===== src/rtl/flag_forward_unit_if.sv =====
`default_nettype none
// ============================================================================
// Module   : flag_forward_unit_if
// Brief    : Pipeline-side bundle for the condition-flag forwarding unit.
//            The master drives the ID opcode, EX flag results and the
//            pipeline freeze; the slave (flag_forward_unit) returns the
//            branch flags, the stall request and the architectural flags.
// Revision : 1.0 - initial release
// ============================================================================
interface flag_forward_unit_if #(
  parameter int OPW = 5
);

  logic [OPW-1:0] id_opcode;
  logic           ex_valid;
  logic           ex_cwe;
  logic           ex_zwe;
  logic           ex_c;
  logic           ex_z;
  logic           pipe_hold;
  logic           Cout;
  logic           Zout;
  logic           flag_stall;
  logic           c_reg;
  logic           z_reg;

  // Pipeline / stimulus side.
  modport master (
    output id_opcode,
    output ex_valid,
    output ex_cwe,
    output ex_zwe,
    output ex_c,
    output ex_z,
    output pipe_hold,
    input  Cout,
    input  Zout,
    input  flag_stall,
    input  c_reg,
    input  z_reg
  );

  // Flag unit side.
  modport slave (
    input  id_opcode,
    input  ex_valid,
    input  ex_cwe,
    input  ex_zwe,
    input  ex_c,
    input  ex_z,
    input  pipe_hold,
    output Cout,
    output Zout,
    output flag_stall,
    output c_reg,
    output z_reg
  );

endinterface
`default_nettype wire


===== src/rtl/flag_forward_unit.sv =====
`default_nettype none
// ============================================================================
// Module   : flag_forward_unit
// Brief    : Holds the architectural C/Z flags, tracks flag writes in flight
//            through EX, MEM and WB, and presents the correct C/Z to the
//            ID-stage branch verifier.
//            Build option FLAG_FWD_EN:
//              defined   - flags are forwarded from EX/MEM/WB, never stalls.
//              undefined - flags come only from the architectural registers
//                          and a hazard comparator raises flag_stall.
// Revision : 1.0 - initial release
// ============================================================================
module flag_forward_unit #(
  parameter int OPW = 5
) (
  input wire               clk,
  input wire               rst,   // asynchronous, active-low
  flag_forward_unit_if.slave bus
);

  // Branch opcodes that consume a flag.
  localparam logic [OPW-1:0] c_OP_BR_Z0 = OPW'(5'b10100);
  localparam logic [OPW-1:0] c_OP_BR_Z1 = OPW'(5'b10101);
  localparam logic [OPW-1:0] c_OP_BR_C0 = OPW'(5'b10110);
  localparam logic [OPW-1:0] c_OP_BR_C1 = OPW'(5'b10111);

  // One in-flight flag writer.
  typedef struct packed {
    logic valid;
    logic cwe;
    logic zwe;
    logic c;
    logic z;
  } slot_t;

  slot_t r_memSlot;
  slot_t r_wbSlot;
  slot_t w_exSlot;
  logic  r_cFlag;
  logic  r_zFlag;

  logic  w_needC;
  logic  w_needZ;
  logic  w_exCw;
  logic  w_exZw;
  logic  w_memCw;
  logic  w_memZw;
  logic  w_wbCw;
  logic  w_wbZw;
  logic  w_cSel;
  logic  w_zSel;
  logic  w_stall;

  // Write enables only count for real instructions; bubbles carry nothing.
  always_comb begin
    w_exSlot       = '0;
    w_exSlot.valid = bus.ex_valid;
    w_exSlot.cwe   = bus.ex_valid & bus.ex_cwe;
    w_exSlot.zwe   = bus.ex_valid & bus.ex_zwe;
    w_exSlot.c     = bus.ex_c;
    w_exSlot.z     = bus.ex_z;
  end

  // Advance the MEM/WB tracking slots unless the pipeline is frozen.
  always_ff @(posedge clk or negedge rst) begin
    if (!rst) begin
      r_memSlot <= '0;
      r_wbSlot  <= '0;
    end else if (!bus.pipe_hold) begin
      r_memSlot <= w_exSlot;
      r_wbSlot  <= r_memSlot;
    end
  end

  // Commit the WB writer into the architectural flags, each flag on its own enable.
  always_ff @(posedge clk or negedge rst) begin
    if (!rst) begin
      r_cFlag <= 1'b0;
      r_zFlag <= 1'b0;
    end else if (!bus.pipe_hold && r_wbSlot.valid) begin
      if (r_wbSlot.cwe) begin
        r_cFlag <= r_wbSlot.c;
      end
      if (r_wbSlot.zwe) begin
        r_zFlag <= r_wbSlot.z;
      end
    end
  end

  // Decode which flag the branch in ID depends on.
  always_comb begin
    w_needC = 1'b0;
    w_needZ = 1'b0;
    if ((bus.id_opcode == c_OP_BR_Z0) || (bus.id_opcode == c_OP_BR_Z1)) begin
      w_needZ = 1'b1;
    end
    if ((bus.id_opcode == c_OP_BR_C0) || (bus.id_opcode == c_OP_BR_C1)) begin
      w_needC = 1'b1;
    end
  end

  // Per-stage pending writes for each flag, qualified by slot validity.
  always_comb begin
    w_exCw  = w_exSlot.cwe;
    w_exZw  = w_exSlot.zwe;
    w_memCw = r_memSlot.valid & r_memSlot.cwe;
    w_memZw = r_memSlot.valid & r_memSlot.zwe;
    w_wbCw  = r_wbSlot.valid & r_wbSlot.cwe;
    w_wbZw  = r_wbSlot.valid & r_wbSlot.zwe;
  end

`ifdef FLAG_FWD_EN
  // Youngest writer wins: EX, then MEM, then WB, then the architectural flag.
  always_comb begin
    w_cSel  = r_cFlag;
    w_zSel  = r_zFlag;
    w_stall = 1'b0;
    if (w_exCw) begin
      w_cSel = w_exSlot.c;
    end else if (w_memCw) begin
      w_cSel = r_memSlot.c;
    end else if (w_wbCw) begin
      w_cSel = r_wbSlot.c;
    end
    if (w_exZw) begin
      w_zSel = w_exSlot.z;
    end else if (w_memZw) begin
      w_zSel = r_memSlot.z;
    end else if (w_wbZw) begin
      w_zSel = r_wbSlot.z;
    end
  end
`else
  // No bypass: present the architectural flags and stall while a needed flag is in flight.
  always_comb begin
    w_cSel  = r_cFlag;
    w_zSel  = r_zFlag;
    w_stall = (w_needC & (w_exCw | w_memCw | w_wbCw)) |
              (w_needZ & (w_exZw | w_memZw | w_wbZw));
  end
`endif

  // Outputs read zero while reset is asserted, regardless of what EX presents.
  always_comb begin
    bus.Cout       = rst & w_cSel;
    bus.Zout       = rst & w_zSel;
    bus.flag_stall = rst & w_stall;
    bus.c_reg      = r_cFlag;
    bus.z_reg      = r_zFlag;
  end

endmodule
`default_nettype wire

===== src/flat_wrapper.sv =====
// flat-port wrapper written by rule: the top's interface ports become plain ports
module flag_forward_unit_flat 
#(
  parameter int OPW = 5
)
  (clk, rst, bus_id_opcode, bus_ex_valid, bus_ex_cwe, bus_ex_zwe, bus_ex_c, bus_ex_z, bus_pipe_hold, bus_Cout, bus_Zout, bus_flag_stall, bus_c_reg, bus_z_reg);
  flag_forward_unit_if #(.OPW(OPW)) bus_i ();
  input wire clk;
  input wire rst;
  input wire logic [$bits(bus_i.id_opcode)-1:0] bus_id_opcode;
  input wire logic [$bits(bus_i.ex_valid)-1:0] bus_ex_valid;
  input wire logic [$bits(bus_i.ex_cwe)-1:0] bus_ex_cwe;
  input wire logic [$bits(bus_i.ex_zwe)-1:0] bus_ex_zwe;
  input wire logic [$bits(bus_i.ex_c)-1:0] bus_ex_c;
  input wire logic [$bits(bus_i.ex_z)-1:0] bus_ex_z;
  input wire logic [$bits(bus_i.pipe_hold)-1:0] bus_pipe_hold;
  output wire logic [$bits(bus_i.Cout)-1:0] bus_Cout;
  output wire logic [$bits(bus_i.Zout)-1:0] bus_Zout;
  output wire logic [$bits(bus_i.flag_stall)-1:0] bus_flag_stall;
  output wire logic [$bits(bus_i.c_reg)-1:0] bus_c_reg;
  output wire logic [$bits(bus_i.z_reg)-1:0] bus_z_reg;
  assign bus_i.id_opcode = bus_id_opcode;
  assign bus_i.ex_valid = bus_ex_valid;
  assign bus_i.ex_cwe = bus_ex_cwe;
  assign bus_i.ex_zwe = bus_ex_zwe;
  assign bus_i.ex_c = bus_ex_c;
  assign bus_i.ex_z = bus_ex_z;
  assign bus_i.pipe_hold = bus_pipe_hold;
  assign bus_Cout = bus_i.Cout;
  assign bus_Zout = bus_i.Zout;
  assign bus_flag_stall = bus_i.flag_stall;
  assign bus_c_reg = bus_i.c_reg;
  assign bus_z_reg = bus_i.z_reg;
  flag_forward_unit #(.OPW(OPW)) u_core (.clk(clk), .rst(rst), .bus(bus_i));
endmodule

===== config.mk =====
export PLATFORM = sky130hd
export DESIGN_NAME = flag_forward_unit_flat
export DESIGN_NICKNAME = d
export VERILOG_FILES = /design/src/rtl/flag_forward_unit_if.sv /design/src/rtl/flag_forward_unit.sv /design/src/flat_wrapper.sv
export SDC_FILE = /design/constraint.sdc
export NUM_CORES = 1
export LEC_CHECK = 0
export CORE_AREA = 2 2 39 41
export DETAILED_ROUTE_END_ITERATION = 6
export DIE_AREA = 0 0 41 43
export PLACE_DENSITY = 0.76
export RECOVER_POWER = 50
export REMOVE_ABC_BUFFERS = 1
export SLEW_MARGIN = 10
export SYNTH_ARGS = -nofsm -noshare
export SYNTH_HDL_FRONTEND = slang
export SYNTH_SLANG_ARGS = --single-unit

===== constraint.sdc =====
create_clock -name clk -period 2.2 [get_ports clk]
set_clock_uncertainty 0.2 [all_clocks]
set_input_delay 0.44 -clock clk [delete_from_list [all_inputs] [get_ports clk]]
set_output_delay 0.44 -clock clk [all_outputs]
set_load 0.05 [all_outputs]

Word-level counts from Yosys, hierarchy flattened
Index checks and enable logic that the tools add are counted.
{"block": "op_classes", "mux": 2, "bitwise": 16, "n_shift": 0, "n_mul": 0, "div_mod_pow": 0, "eq_ne": 4, "n_addsub": 0, "order_cmp": 0, "reduce_logical": 6}
{"operator": "$eq A5 B5 Y1 const B", "n": 4}
{"operator": "$and A1 B1 Y1", "n": 11}
{"operator": "$or A1 B1 Y1", "n": 5}
{"operator": "$reduce_and A2 Y1", "n": 2}
{"operator": "$logic_or A1 B1 Y1", "n": 2}
{"operator": "$mux W1", "n": 2}
{"operator": "$logic_and A1 B1 Y1", "n": 1}
{"operator": "$logic_not A1 Y1", "n": 1}
{"block": "word_totals", "out_inout_bits": 5, "latch_bits": 0, "elab_cells": 40, "input_bits": 13, "rom_bits": 0, "regBits": 12, "ramBits": 0, "memories": 0}

Depth between registers and ports, before layout
{"block": "logic_depth", "depth_word": 6, "ltp_mapped": 3, "depth_no_buf": 3}

Worst setup path after synthesis
Ideal clock, no wire load.
{"block": "synth_path", "path_type": "input to output", "startpoint": "input port bus_ex_zwe", "endpoint": "output port bus_flag_stall", "n_path_buf": 0, "path_stages": 3, "required_time_ns": 1.560, "arrival_time_ns": 1.830, "setup_slack_ns": -0.270, "cell_sequence": "nand2_1 -> and3_1 -> a211oi_1"}
{"block": "synth_via", "elab_chain_cells": 6}
{"item": "start, declared", "line_no": "flat_wrapper.sv:13", "rtl": "input wire logic [$bits(bus_i.ex_zwe)-1:0] bus_ex_zwe;"}
{"item": "$and A1 B1 Y1", "line_no": "flag_forward_unit.sv:59", "rtl": "w_exSlot.zwe = bus.ex_valid & bus.ex_zwe;"}
{"item": "$or A1 B1 Y1 (2 in series)", "line_no": "flag_forward_unit.sv:139", "rtl": "(w_needZ & (w_exZw | w_memZw | w_wbZw));"}
{"item": "$and A1 B1 Y1", "line_no": "flag_forward_unit.sv:139"}
{"item": "$or A1 B1 Y1", "line_no": "flag_forward_unit.sv:138", "rtl": "w_stall = (w_needC & (w_exCw | w_memCw | w_wbCw)) |"}
{"item": "$and A1 B1 Y1", "line_no": "flag_forward_unit.sv:147", "rtl": "bus.flag_stall = rst & w_stall;"}
{"item": "end, declared", "line_no": "flat_wrapper.sv:19", "rtl": "output wire logic [$bits(bus_i.flag_stall)-1:0] bus_flag_stall;"}
No other way between the ends.

Worst setup path in the final report
{"block": "layout_path", "startpoint": "input port bus_ex_valid", "endpoint": "output port bus_flag_stall"}
{"block": "layout_via", "elab_chain_cells": 6, "elab_cells_between_ends": 10, "classes_between": "10 x bitwise"}
{"item": "start, declared", "line_no": "flat_wrapper.sv:11", "rtl": "input wire logic [$bits(bus_i.ex_valid)-1:0] bus_ex_valid;"}
{"item": "$and A1 B1 Y1 (on tied branches)", "line_no": "flag_forward_unit.sv:58, flag_forward_unit.sv:59"}
{"item": "$or A1 B1 Y1 (on tied branches) (2 in series)", "line_no": "flag_forward_unit.sv:138, flag_forward_unit.sv:139"}
{"item": "$and A1 B1 Y1 (on tied branches)", "line_no": "flag_forward_unit.sv:138, flag_forward_unit.sv:139"}
{"item": "$or A1 B1 Y1 *", "line_no": "flag_forward_unit.sv:138"}
{"item": "$and A1 B1 Y1 *", "line_no": "flag_forward_unit.sv:147"}
Every way passes the cells marked *; elsewhere a longest branch is shown, timed or not.

==> summary.txt <==
CTS
  – CTS Buf Count: 3
  – CTS tree: yes
  – Post-CTS setup buffers: 0
  – Clk_lat worst skew: between 200 and 300 ps
  – CTS Root Cell: clkbuf_4
  – Worst-path clk slew: 70 ps
  – CTS sink cnt: 12
  – Cts hold-fix bufs: 0
  – Maximum clock insertion buffer count: 2
  – Max H-tree Level: 1

Die
  – Io pins: 18
  – Die width: about 41 µm
  – Rows: 14
  – Starting Density: 0.378
  – Die H: approximately 43 µm
  – Die ar.: about 1800 µm²
  – Core Area: about 1400 µm²

Placement
  – Post-place instance area: 748 µm²
  – Placed Cells: between 70 and 80
  – Pre-CTS setup slack: -182 ps
  – Post-DP HPWL: between 700 and 800 µm
  – Gp weighted congestion: between 0.8 and 0.9
  – IO Port Bufs: 16

Yosys
  – Largest family of logic cells by synthesized area: multiplexers
  – Post-synthesis register bit count: 12
  – Cell taking the most area after synthesis: dfrtp_1
  – Post-synth EDFFs: 0
  – Largest cells by area after synthesis: dfrtp_1, mux2_2, mux2_4
  – Top-count cell post-synth: dfrtp_1
  – Fraction of synthesized area in multiplexers: 0.230
  – Post-Synth XOR/XNOR Area: 0
  – Syn Area/Cell: 13.1 µm²
  – Post-Syn Area: roughly 520 µm²
  – Cell variety after synth: 13
  – Adder-Cell Fraction of Synth Area: 0
  – Commonest cells post-synth: dfrtp_1, mux2_2, nand2_1
  – Cells after Synth: 40
  – Simple-gate share of the synthesized area: 0.120
  – Compound-Gate Fraction of Synth Area: 0.0622
  – Top cell type's share of synthesized area: 0.574
  – Ys Warns: 0
  – Async SR Flop Fraction: 1.00
  – Top_reg_cell synth: dfrtp_1
  – Register area share after synthesis: 0.574

STA
  – RSZ-0062 raised after global routing: true
  – Slew Limit Fails: 0
  – Worst slew pin tran: around 520 ps
  – Final Hold Fails: 0
  – Slew headroom: 0.654
  – Worst setup margin: 36.5 ps
  – Fin crit period: 2160 ps
  – Fmax: around 460 MHz
  – Crit share post-route: 0.983
  – Final setup viols: 0

Global route
  – Vias in the first global route: roughly 400
  – First-pass GRT wire length: between 1500 and 2000 µm
  – Initial antenna violation count: 0
  – Total Routing Usage GR: 0.142
  – Grt ovf: 0
  – Largest net degree at the start of global routing: 15

Power and ir drop
  – VDD IR-drop max: a little under 0.5 mV
  – Final Power: 714 µW
  – Leak Pwr: 0.357 nW
  – PD cells: between 800 and 900 nW/µm²

Cells and area
  – Final core occ: 0.576
  – Final net count: 76
  – Final Cell Area: ~800 µm²
  – Post-Layout Cell Count: 77
  – Layout area overhead: 52.4%
  – Largest regs: u_core.r_memSlot: 5 flops, u_core.r_wbSlot: 5 flops
  – Share of cells above drive strength 1: 0.361
  – ANT cells: 0

Flow run
  – Max-cap violation count: 0

Worst setup path
  – CP Data Required Time: between 1500 and 2000 ps
  – R2r setup slk: between 800 and 900 ps
  – R2R depth: 3
  – Reg2reg start: u_core.r_wbSlot[4]$_DFFE_PN0N_
  – Max FO, Critical Path: 3
  – Critical R2R Capture: u_core.bus.c_reg$_DFFE_PN0P_
  – CP Launch Type: primary input
  – Critical Path AT: 1520 ps
  – Critical path class: in2out
  – CP Capture Type: output port
  – Worst setup startpoint: bus_ex_valid

Min path
  – Hold Path Sink: u_core.r_wbSlot[1]$_DFFE_PN0N_
  – Hold Crit Class: reg2reg
  – Hold depth: 1
  – Hold Crit Start: u_core.r_memSlot[1]$_DFFE_PN0N_

Routing
  – DRC: 0
  – Final wirelength: 1030 µm
  – Iteration-0 DRC Markers: 9
  – Via-per-instance ratio: 5.09
  – Wire length per cell: 13.4 µm
  – Drt first pass iters: 5
  – Total vias in the final route: 392
  – DRT antenna net count: 0

Run status
  – Status: complete, no violations
-- where the power goes --
part	total, mW	internal [mW]	switching, mW
Sequential	0.288	0.260	0.0281
Combinational	0.298	0.143	0.155
Clock	0.128	0.0630	0.0650
-- how the worst max path moves through the flow --
| stage | endpoint | slack, ps | cells after the start |
|---|---|---|---|
| 4_1_cts | bus_flag_stall | 1 | 5 |
| 3_3_place_gp | bus_flag_stall | -170 | 5 |
| 3_5_place_dp | bus_flag_stall | -180 | 5 |
| 2_1_floorplan | bus_flag_stall | -270 | 3 |
| 5_1_grt | bus_Zout | -0.6 | 4 |
| 6_report | bus_flag_stall | 40 | 4 |
-- per-layer routing --
layer | wire length (µm) | part of all wire | up-vias | track usage
li1 | - | - | 183 | -
met1 | 448 | 0.43 | 193 | 0.195
met2 | 523 | 0.51 | 16 | 0.200
met3 | 61 | 0.059 | 0 | 0.0471
met4 | 0 | 0 | 0 | 0.0600
met5 | 0 | 0 | - | 0
-- timing repair --
item | in CTS | in global routing
pin swaps | 2 | 3
setup endpoints to repair | 1 | 2
gates resized for setup | 3 | 6
-- critical path, stage by stage --
cell             delay, ps
clkdlybuf4s15_1        210
a222oi_1               550
a211oi_4               130
clkbuf_16              190
-- layout by cell type, fill, tap and decap left out --
cell type	n
a21oi_1	1
nor2b_2	1
buf_4	3
nand2_1	7
buf_12	2
a222oi_1	1
o21ai_0	2
dlymetal6s2s_1	2
clkbuf_16	1
mux2_4	2
clkbuf_4	3
mux2_2	8
dlygate4sd3_1	1
and2_1	2
dlygate4sd2_1	1
nand4b_1	1
dfrtp_1	12
clkdlybuf4s50_1	8
clkdlybuf4s15_1	1
a211oi_4	1
and3_4	1
-- cell families (layout without fill, tap and decap cells) --
family / Yosys count / after routing
AOI/OAI and AO/OA: 5 / 5
buffers and inverters: 1 / 22
DFF: 12 / 12
muxes: 10 / 10
and+or+nand+nor: 12 / 12
-- cell type report --
class | instances | area [µm²]
Sequential cell | 12 | 300
Tap cell | 16 | 20.0
Timing Repair Buffer | 19 | 221
Fill cell | 112 | 587
Clock buffer | 3 | 22.5
Multi-Input combinational cell | 27 | 233
-- stage by stage --
step / TNS, ps / hold slack [ps]
final: 0 / 302
after global routing: -0.647 / 309
after CTS: 0 / 306
after detailed placement: -182 / 290
after global placement: -168 / 282
after floorplan: -270 / -55.6
(Power assumes the default switching activity.)
